## config.mk

```make
export PLATFORM = sky130hd
export DESIGN_NAME = i2c_slave_responder
export DESIGN_NICKNAME = d
export VERILOG_FILES = /design/src/rtl/i2c_slave_responder.sv
export SDC_FILE = /design/constraint.sdc
export NUM_CORES = 2
export LEC_CHECK = 0
export CELL_PAD_IN_SITES_DETAIL_PLACEMENT = 1
export CELL_PAD_IN_SITES_GLOBAL_PLACEMENT = 1
export CORE_ASPECT_RATIO = 0.8
export CORE_MARGIN = 8
export CORE_UTILIZATION = 45
export CTS_CLUSTER_SIZE = 30
export DETAILED_ROUTE_END_ITERATION = 10
export PLACE_DENSITY_LB_ADDON = 0.1
export RECOVER_POWER = 50
export SLEW_MARGIN = 20
export SYNTH_ARGS = -nofsm -noshare
export SYNTH_HDL_FRONTEND = slang
export SYNTH_SLANG_ARGS = --single-unit
export TNS_END_PERCENT = 10
```

## constraint.sdc

```tcl
create_clock -name pclk -period 4.9 [get_ports pclk]
set_input_delay 0.735 -clock pclk [delete_from_list [all_inputs] [get_ports pclk]]
set_output_delay 0.735 -clock pclk [all_outputs]
set_load 0.05 [all_outputs]
```

## src/rtl/i2c_slave_responder.sv

```systemverilog
// ---------------------------------------------------------------------------
// i2c_slave_responder
//   I2C target that oversamples SCL/SDA on pclk and matches a 7-bit address.
//   It takes a register pointer byte, then services write bursts and read
//   bursts against an internal byte-wide register file. The pointer
//   auto-increments and keeps its value across transactions.
//
// Ports
//   pclk, areset    system clock and synchronous active-high reset
//   slave_address   this device's address, static during a transfer
//   scl_i, sda_i    pad inputs (asynchronous to pclk)
//   sda_oen         1 = pull SDA low, 0 = release
//   busy            high from an address match until START/STOP
//   wr_strobe       one-pclk pulse per register written, with wr_addr/wr_data
//   dbg_addr        backdoor read address
//   dbg_data        combinational register file value at dbg_addr
// ---------------------------------------------------------------------------
module i2c_slave_responder #(
  parameter int SLAVE_ADDRESS_WIDTH    = 7,
  parameter int REGISTER_ADDRESS_WIDTH = 8,
  parameter int DATA_WIDTH             = 8
) (
  input  logic                              pclk,
  input  logic                              areset,
  input  logic [SLAVE_ADDRESS_WIDTH-1:0]    slave_address,
  input  logic                              scl_i,
  input  logic                              sda_i,
  output logic                              sda_oen,
  output logic                              busy,
  output logic                              wr_strobe,
  output logic [REGISTER_ADDRESS_WIDTH-1:0] wr_addr,
  output logic [DATA_WIDTH-1:0]             wr_data,
  input  logic [REGISTER_ADDRESS_WIDTH-1:0] dbg_addr,
  output logic [DATA_WIDTH-1:0]             dbg_data
);

  localparam int DEPTH = 1 << REGISTER_ADDRESS_WIDTH;

  typedef enum logic [3:0] {
    IDLE      = 4'd0,
    ADDR      = 4'd1,
    ADDR_ACK  = 4'd2,
    REG_PTR   = 4'd3,
    PTR_ACK   = 4'd4,
    WR_DATA   = 4'd5,
    WR_ACK    = 4'd6,
    RD_DATA   = 4'd7,
    RD_ACK    = 4'd8,
    WAIT_STOP = 4'd9
  } state_e;

  state_e                            state_q, state_d;
  logic [3:0]                        bit_cnt_q, bit_cnt_d;
  logic [DATA_WIDTH-1:0]             shift_q, shift_d;
  logic [REGISTER_ADDRESS_WIDTH-1:0] ptr_q, ptr_d;
  logic                              rw_q, rw_d;
  logic                              sda_oen_q, sda_oen_d;
  logic                              busy_q, busy_d;
  logic                              wr_strobe_q, wr_strobe_d;
  logic [REGISTER_ADDRESS_WIDTH-1:0] wr_addr_q, wr_addr_d;
  logic [DATA_WIDTH-1:0]             wr_data_q, wr_data_d;

  // [0],[1] form the synchronizer, [2] is the history flop for edge detection
  logic [2:0] scl_sync_q;
  logic [2:0] sda_sync_q;

  logic [DATA_WIDTH-1:0] mem_q [DEPTH];
  logic                  mem_we_s;

  logic                              scl_s, scl_h, sda_s, sda_h;
  logic                              scl_rise_s, scl_fall_s, start_s, stop_s;
  logic [DATA_WIDTH-1:0]             rx_byte_s;
  logic [DATA_WIDTH-1:0]             rd_byte_s;
  logic [REGISTER_ADDRESS_WIDTH-1:0] ptr_inc_s;

  assign scl_s      = scl_sync_q[1];
  assign scl_h      = scl_sync_q[2];
  assign sda_s      = sda_sync_q[1];
  assign sda_h      = sda_sync_q[2];
  assign scl_rise_s = scl_s & ~scl_h;
  assign scl_fall_s = ~scl_s & scl_h;
  assign start_s    = scl_s & sda_h & ~sda_s;
  assign stop_s     = scl_s & ~sda_h & sda_s;
  assign rx_byte_s  = {shift_q[DATA_WIDTH-2:0], sda_s};
  assign rd_byte_s  = mem_q[ptr_q];
  assign ptr_inc_s  = ptr_q + REGISTER_ADDRESS_WIDTH'(1);

  assign sda_oen   = sda_oen_q;
  assign busy      = busy_q;
  assign wr_strobe = wr_strobe_q;
  assign wr_addr   = wr_addr_q;
  assign wr_data   = wr_data_q;
  assign dbg_data  = mem_q[dbg_addr];

  // Pad synchronizers; reset to the idle-bus level so no false edge follows reset
  always_ff @(posedge pclk) begin
    if (areset) begin
      scl_sync_q <= 3'b111;
      sda_sync_q <= 3'b111;
    end else begin
      scl_sync_q <= {scl_sync_q[1:0], scl_i};
      sda_sync_q <= {sda_sync_q[1:0], sda_i};
    end
  end

  // Protocol state and output registers
  always_ff @(posedge pclk) begin
    if (areset) begin
      state_q     <= IDLE;
      bit_cnt_q   <= 4'd0;
      shift_q     <= {DATA_WIDTH{1'b0}};
      ptr_q       <= {REGISTER_ADDRESS_WIDTH{1'b0}};
      rw_q        <= 1'b0;
      sda_oen_q   <= 1'b0;
      busy_q      <= 1'b0;
      wr_strobe_q <= 1'b0;
      wr_addr_q   <= {REGISTER_ADDRESS_WIDTH{1'b0}};
      wr_data_q   <= {DATA_WIDTH{1'b0}};
    end else begin
      state_q     <= state_d;
      bit_cnt_q   <= bit_cnt_d;
      shift_q     <= shift_d;
      ptr_q       <= ptr_d;
      rw_q        <= rw_d;
      sda_oen_q   <= sda_oen_d;
      busy_q      <= busy_d;
      wr_strobe_q <= wr_strobe_d;
      wr_addr_q   <= wr_addr_d;
      wr_data_q   <= wr_data_d;
    end
  end

  // Register file: cleared by reset, written at the pointer on a completed byte
  always_ff @(posedge pclk) begin
    if (areset) begin
      for (int i = 0; i < DEPTH; i++) begin
        mem_q[i] <= {DATA_WIDTH{1'b0}};
      end
    end else if (mem_we_s) begin
      mem_q[ptr_q] <= rx_byte_s;
    end else begin
      mem_q[ptr_q] <= mem_q[ptr_q];
    end
  end

  // Next-state logic. bit_cnt==8 means "byte complete, waiting for the ACK slot".
  always_comb begin
    state_d     = state_q;
    bit_cnt_d   = bit_cnt_q;
    shift_d     = shift_q;
    ptr_d       = ptr_q;
    rw_d        = rw_q;
    sda_oen_d   = sda_oen_q;
    busy_d      = busy_q;
    wr_strobe_d = 1'b0;
    wr_addr_d   = wr_addr_q;
    wr_data_d   = wr_data_q;
    mem_we_s    = 1'b0;

    if (start_s) begin
      state_d   = ADDR;
      bit_cnt_d = 4'd0;
      sda_oen_d = 1'b0;
      busy_d    = 1'b0;
    end else if (stop_s) begin
      state_d   = IDLE;
      bit_cnt_d = 4'd0;
      sda_oen_d = 1'b0;
      busy_d    = 1'b0;
    end else begin
      case (state_q)
        ADDR, REG_PTR, WR_DATA: begin
          if (scl_rise_s && (bit_cnt_q < 4'd8)) begin
            shift_d   = rx_byte_s;
            bit_cnt_d = bit_cnt_q + 4'd1;
            if (bit_cnt_q == 4'd7) begin
              if (state_q == ADDR) begin
                if (rx_byte_s[DATA_WIDTH-1:1] == slave_address) begin
                  busy_d = 1'b1;
                  rw_d   = rx_byte_s[0];
                end else begin
                  state_d   = WAIT_STOP;
                  bit_cnt_d = 4'd0;
                end
              end else if (state_q == REG_PTR) begin
                ptr_d = rx_byte_s;
              end else begin
                mem_we_s    = 1'b1;
                wr_strobe_d = 1'b1;
                wr_addr_d   = ptr_q;
                wr_data_d   = rx_byte_s;
                ptr_d       = ptr_inc_s;
              end
            end else begin
              ptr_d = ptr_q;
            end
          end else if (scl_fall_s && (bit_cnt_q == 4'd8)) begin
            // Pull SDA low for the ACK slot
            sda_oen_d = 1'b1;
            bit_cnt_d = 4'd0;
            case (state_q)
              ADDR:    state_d = ADDR_ACK;
              REG_PTR: state_d = PTR_ACK;
              default: state_d = WR_ACK;
            endcase
          end else begin
            state_d = state_q;
          end
        end

        ADDR_ACK: begin
          if (scl_fall_s) begin
            if (rw_q) begin
              // First read bit goes out on the same edge that ends the ACK
              shift_d   = rd_byte_s;
              sda_oen_d = ~rd_byte_s[DATA_WIDTH-1];
              bit_cnt_d = 4'd1;
              state_d   = RD_DATA;
            end else begin
              sda_oen_d = 1'b0;
              bit_cnt_d = 4'd0;
              state_d   = REG_PTR;
            end
          end else begin
            state_d = state_q;
          end
        end

        PTR_ACK, WR_ACK: begin
          if (scl_fall_s) begin
            sda_oen_d = 1'b0;
            bit_cnt_d = 4'd0;
            state_d   = WR_DATA;
          end else begin
            state_d = state_q;
          end
        end

        RD_DATA: begin
          // bit_cnt counts bits already placed on SDA
          if (scl_fall_s) begin
            if (bit_cnt_q < 4'd8) begin
              shift_d   = shift_q << 1;
              sda_oen_d = ~shift_q[DATA_WIDTH-2];
              bit_cnt_d = bit_cnt_q + 4'd1;
            end else begin
              sda_oen_d = 1'b0;
              bit_cnt_d = 4'd0;
              state_d   = RD_ACK;
            end
          end else begin
            state_d = state_q;
          end
        end

        RD_ACK: begin
          // bit_cnt==1 records that the master acknowledged
          if (scl_rise_s) begin
            if (!sda_s) begin
              ptr_d     = ptr_inc_s;
              bit_cnt_d = 4'd1;
            end else begin
              bit_cnt_d = 4'd0;
              state_d   = WAIT_STOP;
            end
          end else if (scl_fall_s && (bit_cnt_q == 4'd1)) begin
            shift_d   = rd_byte_s;
            sda_oen_d = ~rd_byte_s[DATA_WIDTH-1];
            bit_cnt_d = 4'd1;
            state_d   = RD_DATA;
          end else begin
            state_d = state_q;
          end
        end

        IDLE, WAIT_STOP: begin
          sda_oen_d = 1'b0;
        end

        default: begin
          state_d   = IDLE;
          bit_cnt_d = 4'd0;
          sda_oen_d = 1'b0;
          busy_d    = 1'b0;
        end
      endcase
    end
  end

endmodule

```

==> impl_results.md <==
* DRT iter0 DRCs at 11.3k
* Status: finished with violations
* CTS Root Cell: clkbuf_16
* Worst setup margin at -212 ps
* Initial antenna violation count at 38
* TritonCTS Buffers at 229
* Setup CP Type: reg2reg
* Clock power frac at 42.2%
* Drt via density at 6.77
* Drt first pass iters at 5
* Max-Cap Viols at 13
* Fin. Hold Viols at 0
* Non-filler cells, final at 11.2k
* PortBufs at 45
* Global placer's final weighted congestion at 0.975
* Static leakage at 40.5 nW
* Power per cell area at 340 nW/um^2
* Post-CTS Setup Inserts at 0
* Slew Limit Headroom at -142%
* Starting Density at 45.2%
* Syn Inst Count at 7,508
* Failing checks: capacitance limit, slew limit, setup timing
* DRC Markers at 0
* Number of global-route vias before repair at 74.9k
* Clk sinks at 2,105
* Yosys warnings at 0
* GRT Overall Usage at 32.8%
* Final instance area at 125,000 sq um
* Arrival time worst endpoint at 5650 ps
* Peak VDD IR at 0.316 mV
* Synth Area per Inst at 14.7 sq um
* Data required time of the critical path at 5440 ps
* Final min period at 5110 ps
* CP Max Fanout at 8
* Most common cell after layout, fill and taps aside: nor2_1
* Slew Viols, Final at 293
* Unrepaired setup endpoints after global routing: no
* Skew final at 60.5 ps
* Setup Viol. Count Final at 64
* Crit share post-route at 104%
* Worst Path Buf+Inv at 2
* Sequential Power Share at 49.0%
* Core Footprint at 244,000 sq um
* Setup TNS at -5640 ps
* Placed insts at 10.8k
* Routed via count at 75.7k
* Clock slew seen by the registers of the worst setup and hold paths at 60 ps
* Post-synth EDFFs at 2,048
* CTS H-tree depth at 4
* Die H at 459 um
* Post-synth ARST share at 0%
* DP HPWL at 318 mm
* Top delay family on crit path: simple AND/OR/NAND/NOR gates
* TritonCTS clock tree: done
* Layout Area Growth over Synthesis at 13.1%
* Sw frac at 24.6%
* Die footprint at 261,000 sq um
* CP max stage delay at 1840 ps
* Grt ovf at 0
* Yosys reg bits at 2,105
* Hold slack at 394 ps
* # fillers at 23.5k
* Sequential area share after synthesis at 56.8%
* Main synth FF type: edfxtp_1
* Detail Route Antenna Nets at 0
* Syn_nets at 7,535
* Die width at 569 um
* IO Pins at 46
* Fmax at 196 MHz
* Synthesized cell area at 110,000 sq um
* Share of cells above drive strength 1 at 28.8%
* Final core utilization at 51.2%
* Cts hold-fix bufs at 0
* Nets@finish at 7,733
* Cell Chain, Critical Path: ha_1 -> and3_1 -> nor2b_1 -> nand2_1 -> clkbuf_1 -> nand2b_1 -> clkbuf_2
* Largest net degree at the start of global routing at 136
* Worst-Margin Slew at 3630 ps
* Placed Area at 117,000 sq um
* Site row count at 162
* CTS Buffer Depth at 4
* Worst skew pair latency at 920 ps
* Worst min path class: in2reg
* Kind of end point of the critical path: flip-flop
* Comb power frac at 8.8%
* Total length of routed wires at 437 mm
* Startpoint types: flip-flop
* CP max-delay cell: nor2b_1
* Commonest cells after routing, fill and taps aside: nor2_1, edfxtp_1, mux4_2
* Per-cell routed wire length at 39.0 um
* First-pass GRT wire length at 607 mm
* Switching power at 0.0104 W
* Synth cell types at 84
* P_int at 0.0319 W
[metrics by stage]
| stage | setup slack [ps] | power, W |
|---|---|---|
| 5_1_grt | 1.03 | 0.0431 |
| 3_5_place_dp | -74.7 | 0.0247 |
| 6_report | -212 | 0.0423 |
| 2_1_floorplan | 400 | 0.0230 |
| 4_1_cts | 2.04 | 0.0423 |
| 3_3_place_gp | -92.8 | 0.0247 |
[final timing paths]
path | startpoint | endpoint | slack [ps] | depth (start not counted)
max | ptr_q[0]$_SDFFE_PP0N_ | mem_q[221][0]$_SDFFCE_PN0P_ | -210 | 7
min | sda_i | sda_sync_q[0]$_SDFF_PP1_ | 390 | 2
max reg2reg | ptr_q[0]$_SDFFE_PP0N_ | mem_q[221][0]$_SDFFCE_PN0P_ | -210 | 7
min reg2reg | scl_sync_q[0]$_SDFF_PP1_ | scl_sync_q[1]$_SDFF_PP1_ | 410 | 1
[area by class of cell]
class,count,area (sq um),area share (%)
clock inverter,163,1580,1.26
multi-input combinational,4727,43900,35.2
clock buffer,256,5890,4.73
tap,3280,4100,3.29
inverter,13,50.0,0.0401
antenna,19,47.5,0.0381
timing repair buffer,630,6430,5.16
sequential,2105,62700,50.3
[synthesized netlist by cell type (16+ instances only)]
cell type,n,area [sq um]
a211oi_1,24,180
a21oi_1,60,300
a22oi_1,83,623
a31oi_1,16,100
buf_1,66,248
buf_2,179,896
buf_4,120,901
buf_6,48,541
clkbuf_1,231,867
dfxtp_1,57,1140
edfxtp_1,2048,61500
mux2_2,70,788
mux2i_1,113,1130
mux4_2,1149,25900
nand2_1,373,1400
nand2b_1,280,1750
nand3_1,52,260
nor2_1,2064,7750
nor2_4,56,631
nor2b_1,35,219
nor3_1,37,185
o21ai_0,36,180
o22ai_1,42,263
or2_2,16,100
[routing by layer]
metal | vias to the layer above | part of all wire (%) | GRT usage, %
met3 | 834 | 12 | 9.40
met5 | - | 0.042 | 0
met1 | 40600 | 40 | 47.6
met2 | 4976 | 43 | 47.4
li1 | 29300 | - | -
met4 | 28 | 4.3 | 12.0
[kinds of logic (layout without fill, tap and decap cells)]
kind of cell	after synthesis	after routing	share of synthesized area, %
compound gates	370	370	2.38
xor+xnor	9	9	0.0715
fa+ha+maj	8	8	0.0908
buf+inv	676	1062	3.49
flops	2105	2105	56.8
mux	1340	1340	25.4
other cells	0	19	0
simple gates	3000	3000	11.7
[power by group through the flow]
stage	clock [W]	combinational, W	sequential (W)
after global placement	0	0.00362	0.0210
after CTS	0.0179	0.00368	0.0207
after floorplan	0	0.00216	0.0208
final	0.0179	0.00374	0.0207
after detailed placement	0	0.00366	0.0211
after global routing	0.0185	0.00383	0.0208
[flip-flops by register name, summed over array words and instances (netlist names), named ones only]
| register | cells |
|---|---|
| bit_cnt_q | 4 |
| busy | 1 |
| mem_q | 2048 |
| ptr_q | 8 |
| rw_q | 1 |
| scl_sync_q | 3 |
| sda_oen | 1 |
| sda_sync_q | 3 |
| shift_q | 7 |
| state_q | 4 |
| wr_addr | 8 |
| wr_data | 8 |
| wr_strobe | 1 |
[timing repair]
action | 4_1_cts | 5_1_grt
gates resized for setup | 4 | 5
pin swaps | 0 | 1
endpoints found under the setup margin | 4 | 6
cloned | 0 | 0
Power figures use the tool's default switching activity.
